===== src/rtl/id_ex_stage_if.sv =====
// Signal bundle between decode, the ID/EX stage and the forwarding producers.
// master: the surrounding pipeline; slave: the id_ex_stage register.
interface id_ex_stage_if #(parameter int CTRL_W = 8);
  logic              id_valid;
  logic [31:0]       id_pc;
  logic [4:0]        id_rs1;
  logic [4:0]        id_rs2;
  logic [4:0]        id_rd;
  logic              id_use_rs1;
  logic              id_use_rs2;
  logic [31:0]       id_rd1;
  logic [31:0]       id_rd2;
  logic [31:0]       id_imm;
  logic [CTRL_W-1:0] id_ctrl;
  logic              id_reg_write;
  logic              id_mem_read;
  logic              ex_flush;
  logic [4:0]        exm_rd;
  logic              exm_reg_write;
  logic [31:0]       exm_result;
  logic [4:0]        wb_rd;
  logic              wb_reg_write;
  logic [31:0]       wb_result;

  logic              stall_id;
  logic              ex_valid;
  logic [31:0]       ex_pc;
  logic [31:0]       ex_imm;
  logic [4:0]        ex_rs1;
  logic [4:0]        ex_rs2;
  logic [4:0]        ex_rd;
  logic [31:0]       ex_op_a;
  logic [31:0]       ex_op_b;
  logic [CTRL_W-1:0] ex_ctrl;
  logic              ex_reg_write;
  logic              ex_mem_read;

  modport master (
    output id_valid, id_pc, id_rs1, id_rs2, id_rd, id_use_rs1, id_use_rs2,
           id_rd1, id_rd2, id_imm, id_ctrl, id_reg_write, id_mem_read, ex_flush,
           exm_rd, exm_reg_write, exm_result, wb_rd, wb_reg_write, wb_result,
    input  stall_id, ex_valid, ex_pc, ex_imm, ex_rs1, ex_rs2, ex_rd,
           ex_op_a, ex_op_b, ex_ctrl, ex_reg_write, ex_mem_read
  );

  modport slave (
    input  id_valid, id_pc, id_rs1, id_rs2, id_rd, id_use_rs1, id_use_rs2,
           id_rd1, id_rd2, id_imm, id_ctrl, id_reg_write, id_mem_read, ex_flush,
           exm_rd, exm_reg_write, exm_result, wb_rd, wb_reg_write, wb_result,
    output stall_id, ex_valid, ex_pc, ex_imm, ex_rs1, ex_rs2, ex_rd,
           ex_op_a, ex_op_b, ex_ctrl, ex_reg_write, ex_mem_read
  );
endinterface


===== src/rtl/id_ex_stage.sv =====
// ID/EX pipeline register with load-use hazard stall, branch flush and operand forwarding.
// Define ID_EX_FWD_EN to enable EX/MEM and MEM/WB forwarding; otherwise any RAW stalls.
module id_ex_stage #(
  parameter int CTRL_W = 8
) (
  input logic   clk,
  input logic   reset,
  id_ex_stage_if.slave bus
);

  logic              ex_valid_q;
  logic              ex_reg_write_q;
  logic              ex_mem_read_q;
  logic [31:0]       ex_pc_q;
  logic [31:0]       ex_imm_q;
  logic [31:0]       rd1_q;
  logic [31:0]       rd2_q;
  logic [4:0]        ex_rs1_q;
  logic [4:0]        ex_rs2_q;
  logic [4:0]        ex_rd_q;
  logic [CTRL_W-1:0] ex_ctrl_q;

  logic        hz;
  logic        bubble;
  logic        id_reads_ex_rd;
  logic [31:0] op_a;
  logic [31:0] op_b;

  // x0 never matches, so a zero destination can never cause a stall
  function automatic logic raw(input logic [4:0] rs, input logic use_rs, input logic [4:0] rd);
    return use_rs && (rs != 5'd0) && (rs == rd);
  endfunction

  assign id_reads_ex_rd = raw(bus.id_rs1, bus.id_use_rs1, ex_rd_q) |
                          raw(bus.id_rs2, bus.id_use_rs2, ex_rd_q);

`ifdef ID_EX_FWD_EN
  assign hz = bus.id_valid & ex_valid_q & ex_mem_read_q & id_reads_ex_rd;

  // EX/MEM is the younger producer and wins over MEM/WB
  always_comb begin
    op_a = rd1_q;
    op_b = rd2_q;
    if (bus.exm_reg_write && (bus.exm_rd != 5'd0) && (bus.exm_rd == ex_rs1_q))
      op_a = bus.exm_result;
    else if (bus.wb_reg_write && (bus.wb_rd != 5'd0) && (bus.wb_rd == ex_rs1_q))
      op_a = bus.wb_result;
    if (bus.exm_reg_write && (bus.exm_rd != 5'd0) && (bus.exm_rd == ex_rs2_q))
      op_b = bus.exm_result;
    else if (bus.wb_reg_write && (bus.wb_rd != 5'd0) && (bus.wb_rd == ex_rs2_q))
      op_b = bus.wb_result;
  end
`else
  logic id_reads_exm_rd;
  logic unused_fwd;

  assign id_reads_exm_rd = raw(bus.id_rs1, bus.id_use_rs1, bus.exm_rd) |
                           raw(bus.id_rs2, bus.id_use_rs2, bus.exm_rd);

  // MEM/WB needs no check: the register file writes on negedge ahead of the read
  assign hz = bus.id_valid & ((ex_valid_q & ex_reg_write_q & id_reads_ex_rd) |
                              (bus.exm_reg_write & id_reads_exm_rd));

  assign op_a = rd1_q;
  assign op_b = rd2_q;
  assign unused_fwd = ^{bus.exm_result, bus.wb_rd, bus.wb_reg_write, bus.wb_result};
`endif

  assign bubble       = bus.ex_flush | hz;
  assign bus.stall_id = hz & ~bus.ex_flush;

  always_ff @(posedge clk) begin
    if (reset) begin
      ex_valid_q     <= 1'b0;
      ex_reg_write_q <= 1'b0;
      ex_mem_read_q  <= 1'b0;
      ex_ctrl_q      <= '0;
      ex_pc_q        <= '0;
      ex_imm_q       <= '0;
      ex_rs1_q       <= '0;
      ex_rs2_q       <= '0;
      ex_rd_q        <= '0;
      rd1_q          <= '0;
      rd2_q          <= '0;
    end else if (bubble) begin
      // data fields hold; only the qualifiers and control are cleared
      ex_valid_q     <= 1'b0;
      ex_reg_write_q <= 1'b0;
      ex_mem_read_q  <= 1'b0;
      ex_ctrl_q      <= '0;
    end else begin
      ex_valid_q     <= bus.id_valid;
      ex_reg_write_q <= bus.id_reg_write & bus.id_valid;
      ex_mem_read_q  <= bus.id_mem_read & bus.id_valid;
      ex_ctrl_q      <= bus.id_ctrl;
      ex_pc_q        <= bus.id_pc;
      ex_imm_q       <= bus.id_imm;
      ex_rs1_q       <= bus.id_rs1;
      ex_rs2_q       <= bus.id_rs2;
      ex_rd_q        <= bus.id_rd;
      rd1_q          <= bus.id_rd1;
      rd2_q          <= bus.id_rd2;
    end
  end

  assign bus.ex_valid     = ex_valid_q;
  assign bus.ex_pc        = ex_pc_q;
  assign bus.ex_imm       = ex_imm_q;
  assign bus.ex_rs1       = ex_rs1_q;
  assign bus.ex_rs2       = ex_rs2_q;
  assign bus.ex_rd        = ex_rd_q;
  assign bus.ex_op_a      = op_a;
  assign bus.ex_op_b      = op_b;
  assign bus.ex_ctrl      = ex_ctrl_q;
  assign bus.ex_reg_write = ex_reg_write_q;
  assign bus.ex_mem_read  = ex_mem_read_q;

endmodule


===== src/flat_wrapper.sv =====
// flat-port wrapper written by rule: the top's interface ports become plain ports
module id_ex_stage_flat 
#(
  parameter int CTRL_W = 8
)
  (clk, reset, bus_id_valid, bus_id_pc, bus_id_rs1, bus_id_rs2, bus_id_rd, bus_id_use_rs1, bus_id_use_rs2, bus_id_rd1, bus_id_rd2, bus_id_imm, bus_id_ctrl, bus_id_reg_write, bus_id_mem_read, bus_ex_flush, bus_exm_rd, bus_exm_reg_write, bus_exm_result, bus_wb_rd, bus_wb_reg_write, bus_wb_result, bus_stall_id, bus_ex_valid, bus_ex_pc, bus_ex_imm, bus_ex_rs1, bus_ex_rs2, bus_ex_rd, bus_ex_op_a, bus_ex_op_b, bus_ex_ctrl, bus_ex_reg_write, bus_ex_mem_read);
  id_ex_stage_if #(.CTRL_W(CTRL_W)) bus_i ();
  input logic clk;
  input logic reset;
  input wire logic [$bits(bus_i.id_valid)-1:0] bus_id_valid;
  input wire logic [$bits(bus_i.id_pc)-1:0] bus_id_pc;
  input wire logic [$bits(bus_i.id_rs1)-1:0] bus_id_rs1;
  input wire logic [$bits(bus_i.id_rs2)-1:0] bus_id_rs2;
  input wire logic [$bits(bus_i.id_rd)-1:0] bus_id_rd;
  input wire logic [$bits(bus_i.id_use_rs1)-1:0] bus_id_use_rs1;
  input wire logic [$bits(bus_i.id_use_rs2)-1:0] bus_id_use_rs2;
  input wire logic [$bits(bus_i.id_rd1)-1:0] bus_id_rd1;
  input wire logic [$bits(bus_i.id_rd2)-1:0] bus_id_rd2;
  input wire logic [$bits(bus_i.id_imm)-1:0] bus_id_imm;
  input wire logic [$bits(bus_i.id_ctrl)-1:0] bus_id_ctrl;
  input wire logic [$bits(bus_i.id_reg_write)-1:0] bus_id_reg_write;
  input wire logic [$bits(bus_i.id_mem_read)-1:0] bus_id_mem_read;
  input wire logic [$bits(bus_i.ex_flush)-1:0] bus_ex_flush;
  input wire logic [$bits(bus_i.exm_rd)-1:0] bus_exm_rd;
  input wire logic [$bits(bus_i.exm_reg_write)-1:0] bus_exm_reg_write;
  input wire logic [$bits(bus_i.exm_result)-1:0] bus_exm_result;
  input wire logic [$bits(bus_i.wb_rd)-1:0] bus_wb_rd;
  input wire logic [$bits(bus_i.wb_reg_write)-1:0] bus_wb_reg_write;
  input wire logic [$bits(bus_i.wb_result)-1:0] bus_wb_result;
  output wire logic [$bits(bus_i.stall_id)-1:0] bus_stall_id;
  output wire logic [$bits(bus_i.ex_valid)-1:0] bus_ex_valid;
  output wire logic [$bits(bus_i.ex_pc)-1:0] bus_ex_pc;
  output wire logic [$bits(bus_i.ex_imm)-1:0] bus_ex_imm;
  output wire logic [$bits(bus_i.ex_rs1)-1:0] bus_ex_rs1;
  output wire logic [$bits(bus_i.ex_rs2)-1:0] bus_ex_rs2;
  output wire logic [$bits(bus_i.ex_rd)-1:0] bus_ex_rd;
  output wire logic [$bits(bus_i.ex_op_a)-1:0] bus_ex_op_a;
  output wire logic [$bits(bus_i.ex_op_b)-1:0] bus_ex_op_b;
  output wire logic [$bits(bus_i.ex_ctrl)-1:0] bus_ex_ctrl;
  output wire logic [$bits(bus_i.ex_reg_write)-1:0] bus_ex_reg_write;
  output wire logic [$bits(bus_i.ex_mem_read)-1:0] bus_ex_mem_read;
  assign bus_i.id_valid = bus_id_valid;
  assign bus_i.id_pc = bus_id_pc;
  assign bus_i.id_rs1 = bus_id_rs1;
  assign bus_i.id_rs2 = bus_id_rs2;
  assign bus_i.id_rd = bus_id_rd;
  assign bus_i.id_use_rs1 = bus_id_use_rs1;
  assign bus_i.id_use_rs2 = bus_id_use_rs2;
  assign bus_i.id_rd1 = bus_id_rd1;
  assign bus_i.id_rd2 = bus_id_rd2;
  assign bus_i.id_imm = bus_id_imm;
  assign bus_i.id_ctrl = bus_id_ctrl;
  assign bus_i.id_reg_write = bus_id_reg_write;
  assign bus_i.id_mem_read = bus_id_mem_read;
  assign bus_i.ex_flush = bus_ex_flush;
  assign bus_i.exm_rd = bus_exm_rd;
  assign bus_i.exm_reg_write = bus_exm_reg_write;
  assign bus_i.exm_result = bus_exm_result;
  assign bus_i.wb_rd = bus_wb_rd;
  assign bus_i.wb_reg_write = bus_wb_reg_write;
  assign bus_i.wb_result = bus_wb_result;
  assign bus_stall_id = bus_i.stall_id;
  assign bus_ex_valid = bus_i.ex_valid;
  assign bus_ex_pc = bus_i.ex_pc;
  assign bus_ex_imm = bus_i.ex_imm;
  assign bus_ex_rs1 = bus_i.ex_rs1;
  assign bus_ex_rs2 = bus_i.ex_rs2;
  assign bus_ex_rd = bus_i.ex_rd;
  assign bus_ex_op_a = bus_i.ex_op_a;
  assign bus_ex_op_b = bus_i.ex_op_b;
  assign bus_ex_ctrl = bus_i.ex_ctrl;
  assign bus_ex_reg_write = bus_i.ex_reg_write;
  assign bus_ex_mem_read = bus_i.ex_mem_read;
  id_ex_stage #(.CTRL_W(CTRL_W)) u_core (.clk(clk), .reset(reset), .bus(bus_i));
endmodule

===== config.mk =====
export PLATFORM = sky130hd
export DESIGN_NAME = id_ex_stage_flat
export DESIGN_NICKNAME = d
export VERILOG_FILES = /design/src/rtl/id_ex_stage_if.sv /design/src/rtl/id_ex_stage.sv /design/src/flat_wrapper.sv
export SDC_FILE = /design/constraint.sdc
export NUM_CORES = 1
export LEC_CHECK = 0
export ABC_CLOCK_PERIOD_IN_PS = 2000
export CAP_MARGIN = 20
export CORE_AREA = 2 2 152 154
export CTS_BUF_LIST = sky130_fd_sc_hd__clkbuf_8
export CTS_CLUSTER_DIAMETER = 40
export CTS_CLUSTER_SIZE = 20
export DETAILED_ROUTE_END_ITERATION = 10
export DIE_AREA = 0 0 154 156
export PLACE_DENSITY_LB_ADDON = 0.05
export SYNTH_ARGS = -nofsm -noshare
export SYNTH_HDL_FRONTEND = slang
export SYNTH_SLANG_ARGS = --single-unit

===== constraint.sdc =====
create_clock -name clk -period 2 [get_ports clk]
set_clock_uncertainty 0.05 [all_clocks]
set_input_delay 0.5 -clock clk [delete_from_list [all_inputs] [get_ports clk]]
set_output_delay 0.5 -clock clk [all_outputs]
set_load 0.01 [all_outputs]

# Yosys cells after proc, flatten, opt, wreduce, memory -nomap -nowiden
# Index checks and enable logic that the tools add are counted.
# classes
n_eq_ne,4
n_bitwise,12
reduce_logical,9
# ops
op,n
== test 5 bit,4
nonzero test 5 bit,2
bitwise AND 1 bit,7
logical AND 1 bit,6
OR 1 bit,4
OR reduction 2 bit,1
NOT 1 bit,1
# word_totals
reg_bits,154
input_bits,235
output_inout_bits,155

# Longest topological paths before layout
# depth
ltp_word,9
ltp_mapped,8

# Least setup slack after synthesis
# Ideal clock, no wire load.
# synth_path
path_kind,input to register
from,in bus_id_rs2[1]
to,reg u_core.ex_imm_q[0] (netlist: u_core.bus.ex_imm[0])
arrival_time_ns,2.053
t_required_ns,1.878
slack_ns,-0.175
cell_stages,8
path_cell_list,or4_1 -> o21ai_2 -> or2_2 -> o221a_2 -> buf_4 -> buf_12 -> buf_12 -> mux2i_1
# synth_between
elab_chain_len,8
elab_cells_between_ends,13
# synth_lines
element,line,source
"start, declared",flat_wrapper.sv:13,input wire logic [$bits(bus_i.id_rs2)-1:0] bus_id_rs2;
nonzero test 5 bit,id_ex_stage.sv:31,return use_rs && (rs != 5'd0) && (rs == rd);
logical AND 1 bit (2 in series),id_ex_stage.sv:31,
OR 1 bit (on tied branches),"id_ex_stage.sv:34, id_ex_stage.sv:57",
bitwise AND 1 bit (on tied branches),"id_ex_stage.sv:61, id_ex_stage.sv:62",
OR 1 bit (*),id_ex_stage.sv:61,assign hz = bus.id_valid & ((ex_valid_q & ex_reg_write_q & id_reads_ex_rd) |
bitwise AND 1 bit (*),id_ex_stage.sv:61,
OR 1 bit (*),id_ex_stage.sv:69,assign bubble = bus.ex_flush | hz;
"end signal, assigned",id_ex_stage.sv:97,ex_imm_q <= bus.id_imm;
"end, declared",id_ex_stage.sv:15,logic [31:0] ex_imm_q;
# Mark *: on every way between the ends. The rest lies on a longest branch, timed or not.
# A chain may end at the register's enable or synchronous reset.

# Worst setup path in the final report
# layout_path
from,in bus_id_rs1[0]
to,out bus_stall_id
# layout_between
elab_chain_len,8
elab_cells_between_ends,13
# layout_lines
element,line,source
"start, declared",flat_wrapper.sv:12,input wire logic [$bits(bus_i.id_rs1)-1:0] bus_id_rs1;
nonzero test 5 bit,id_ex_stage.sv:31,
logical AND 1 bit (2 in series),id_ex_stage.sv:31,
OR 1 bit (on tied branches),"id_ex_stage.sv:34, id_ex_stage.sv:57",
bitwise AND 1 bit (on tied branches),"id_ex_stage.sv:61, id_ex_stage.sv:62",
OR 1 bit (*),id_ex_stage.sv:61,
bitwise AND 1 bit (*),id_ex_stage.sv:61,
bitwise AND 1 bit (*),id_ex_stage.sv:70,assign bus.stall_id = hz & ~bus.ex_flush;
"end, declared",flat_wrapper.sv:30,output wire logic [$bits(bus_i.stall_id)-1:0] bus_stall_id;
# Marked as above.

==> flow_summary.json <==
{
  "hold_buffers": 0,
  "slew_headroom_pct": 72.6,
  "rsz0062_at_grt": "true",
  "root_buffer": "clkbuf_8",
  "fmax_mhz": 419,
  "period_share_pct": 119,
  "clock_latency_ps": 450,
  "synth_mux_area_share_pct": 20.2,
  "ff_latch_area_um2": 3090,
  "crit-reg2reg-launch": "u_core.bus.ex_rd[0]",
  "cp.arrival_ps": 1840,
  "setup_slack_ps": -387,
  "synth-main-ff-cell": "dfxtp_1",
  "tritoncts": "yes",
  "crit_path_end_kind": "output port",
  "min_path_cells": 3,
  "ctsLongestPathBuffers": 2,
  "drt-initial-drc-count": 162,
  "wirelength_mm": 20.5,
  "nFillCells": 2075,
  "max_stage_delay_ps": 280,
  "hold_violations": 0,
  "synth_top_area_share_pct": 43.5,
  "synth_adder_area_share_pct": 0,
  "drv_slew": 0,
  "finalCriticalPeriod_ps": 2390,
  "pwr-share-clk_pct": 31.2,
  "reg2reg_depth": 9,
  "htreeDepth": 4,
  "synthSimpleGateAreaFrac_pct": 27.4,
  "grt_max_degree": 67,
  "fin_util_pct": 52.1,
  "wire_per_inst_um": 15.2,
  "grt-ovfl-total": 0,
  "start_util_pct": 31.7,
  "syn_inst": 688,
  "antenna-diode-count": 0,
  "grt_use_total_pct": 16.9,
  "core_area_um2": 22400,
  "dr_wl_met2_mm": 9.79,
  "die_w_um": 154,
  "routabilityCongestion": 0.764,
  "p_leak_nw": 4.96,
  "synth.avg_cell_area_um2": 10.3,
  "syn-num-nets": 923,
  "hp-class": "primary input to flip-flop",
  "p_sw_share_pct": 28.0,
  "cts_inserted_buffers": 17,
  "seq_area_frac_synth_pct": 43.5,
  "violations": "setup timing",
  "powerDensity_nw_per_um2": 622,
  "synth_edf_count": 0,
  "place_hpwl_mm": 14.6,
  "fp.dieH_um": 156,
  "worstHoldEndpoint": "u_core.bus.ex_rs2[2]",
  "drive_above_1_share_pct": 12.1,
  "synthArstFlopShare_pct": 0,
  "synth_xor_area_share_pct": 2.47,
  "die_area_um2": 24000,
  "ys_seq_elements": 154,
  "rrSetupSlack_ps": -150,
  "synth_warnings": 0,
  "via_per_inst": 4.24,
  "synth_compound_area_share_pct": 0.865,
  "wl_met1_mm": 8.83,
  "ios": 390,
  "post-route-drc-count": 0,
  "critPathMaxFanout": 2,
  "antenna_found_initial": 0,
  "netlist_area_um2": 7090,
  "dr.max_layer_used": "met4",
  "p_comb_share_pct": 22.5,
  "synth_top_family_by_area": "simple AND/OR/NAND/NOR gates",
  "yosys.area.top_type": "dfxtp_1",
  "netlist_top_cells_count": "nand2b_1 (286), dfxtp_1 (154), mux2i_1 (143), clkbuf_1 (33), xor2_1 (18)",
  "ys_types": 23,
  "synthTopCellsByArea": "dfxtp_1 (44%), nand2b_1 (25%), mux2i_1 (20%)",
  "grt_pass1_wl_mm": 32.0,
  "path_cells": "clkdlybuf4s15_2, buf_6, xor2_1, nor4_1, a32oi_1, o22ai_1, and3_1, buf_2",
  "required_ps": 1450,
  "cap_violations": 0,
  "drt-pass1-iter-count": 5,
  "tightest_slew_ps": 411,
  "clk_pin_slew_ps": 100,
  "switchingPower_w": 0.00203,
  "rows": 55,
  "finalPower_w": 0.00725,
  "setup_viol": 151,
  "multi_input_area_um2": 3640,
  "final_nets": 1281,
  "synth_most_common_cell": "nand2b_1",
  "internal-power_w": 0.00522,
  "wl_met3_mm": 1.65,
  "r2r_end": "u_core.bus.ex_ctrl[0]",
  "outcome": "finished with violations",
  "crit_slowest_cell": "nor4_1",
  "startpoint_type": "primary input",
  "syn_to_final_growth_pct": 64.5,
  "num_vias": 5702,
  "hold_start": "bus_id_rs2[2]",
  "portBuffers": 319,
  "post-place-ws_ps": -1130,
  "p_seq_share_pct": 46.3,
  "grt_pass1_vias": 5826,
  "final_antenna_net_count": 0,
  "crit_type": "primary input to output port",
  "cts.sinks": 154,
  "vdd_drop_max_mv": 0.321
}
## placed cells by master, fill, tap and decap left out, types with 3 or more instances in the layout
master	n
and3b_1	8
buf_12	13
buf_16	8
buf_2	5
buf_4	32
buf_6	10
buf_8	7
clkbuf_16	3
clkbuf_8	17
clkdlybuf4s50_1	288
clkinv_4	4
dfxtp_1	149
dfxtp_2	5
dlygate4sd2_1	8
dlymetal6s2s_1	9
inv_1	5
inv_6	4
inv_8	4
mux2i_1	143
nand2b_1	286
nor2_1	4
xor2_1	18
## how the worst max path moves through the flow
stage,startpoint,endpoint,cells past startpoint
finish,bus_id_rs1[0],bus_stall_id,8
global route,u_core.bus.ex_rd[2],bus_stall_id,6
CTS,u_core.bus.ex_rd[0],bus_stall_id,6
detailed placement,bus_id_rs1[4],bus_stall_id,7
global placement,bus_id_rs1[4],bus_stall_id,7
floorplan,bus_id_rs2[1],u_core.bus.ex_imm[0],8
## power by group through the flow
stage | clock [W] | combinational, W | sequential [W]
after global placement | 0 | 0.00155 | 0.00342
after floorplan | 0 | 0.000552 | 0.00352
after CTS | 0.00237 | 0.00165 | 0.00336
after global routing | 0.00251 | 0.00175 | 0.00339
final | 0.00226 | 0.00163 | 0.00336
after detailed placement | 0 | 0.00154 | 0.00343
## state kept, by name, summed over array words and instances (netlist names)
name                     cells
u_core.bus.ex_mem_read       1
u_core.bus.ex_rd             5
u_core.bus.ex_valid          1
u_core.bus.ex_ctrl           8
u_core.bus.ex_rs1            5
u_core.bus.ex_imm           32
u_core.bus.ex_pc            32
u_core.bus.ex_op_a          32
u_core.bus.ex_rs2            5
u_core.bus.ex_reg_write      1
u_core.bus.ex_op_b          32
## critical path: cells and delay by family
| family | cells | cell delay [ps] |
|---|---|---|
| xor+xnor | 1 | 150 |
| simple gates | 2 | 460 |
| compound gates | 2 | 290 |
| buf+inv | 3 | 450 |
## layout make-up
class | instances | share of cell area, %
well taps | 285 | 3.06
inverters | 5 | 0.161
multi-input cells | 479 | 31.3
flip-flops and latches | 154 | 26.5
clock buffers | 17 | 2.01
clock inverters | 15 | 1.14
repair buffers | 389 | 35.9
## per-layer routing
layer,GRT usage [%],vias to the layer above
li1,-,2947
met1,19.8,2571
met2,28.6,170
met3,7.17,14
met4,4.01,0
met5,0,-
## kinds of logic (layout without fill, tap and decap cells)
group | count (synthesis) | count (layout)
AND/OR/NAND/NOR | 309 | 309
XOR/XNOR | 20 | 20
multiplexers | 143 | 143
AO/OA/AOI/OAI | 7 | 7
buffers and inverters | 55 | 426
flip-flops | 154 | 154
## what timing repair did
action / 4_1_cts / 5_1_grt
cloned: 9 / 3
pin swaps: 14 / 9
endpoints found under the setup margin: 157 / 161
resized for setup: 85 / 22
buffers inserted: 18 / 1
## stage by stage
stage                     hold WS [ps]  cells  instance area (um^2)  setup TNS (ps)
after floorplan                    443    688                  7090          -19210
after global routing               298   1344                 11700          -16940
after CTS                          278   1344                 11600          -14190
after detailed placement           409   1293                 10800         -128610
final                              305   1344                 11700          -10840
after global placement             409   1293                 10800         -127080
No activity file was read; power rests on OpenSTA's default activity.
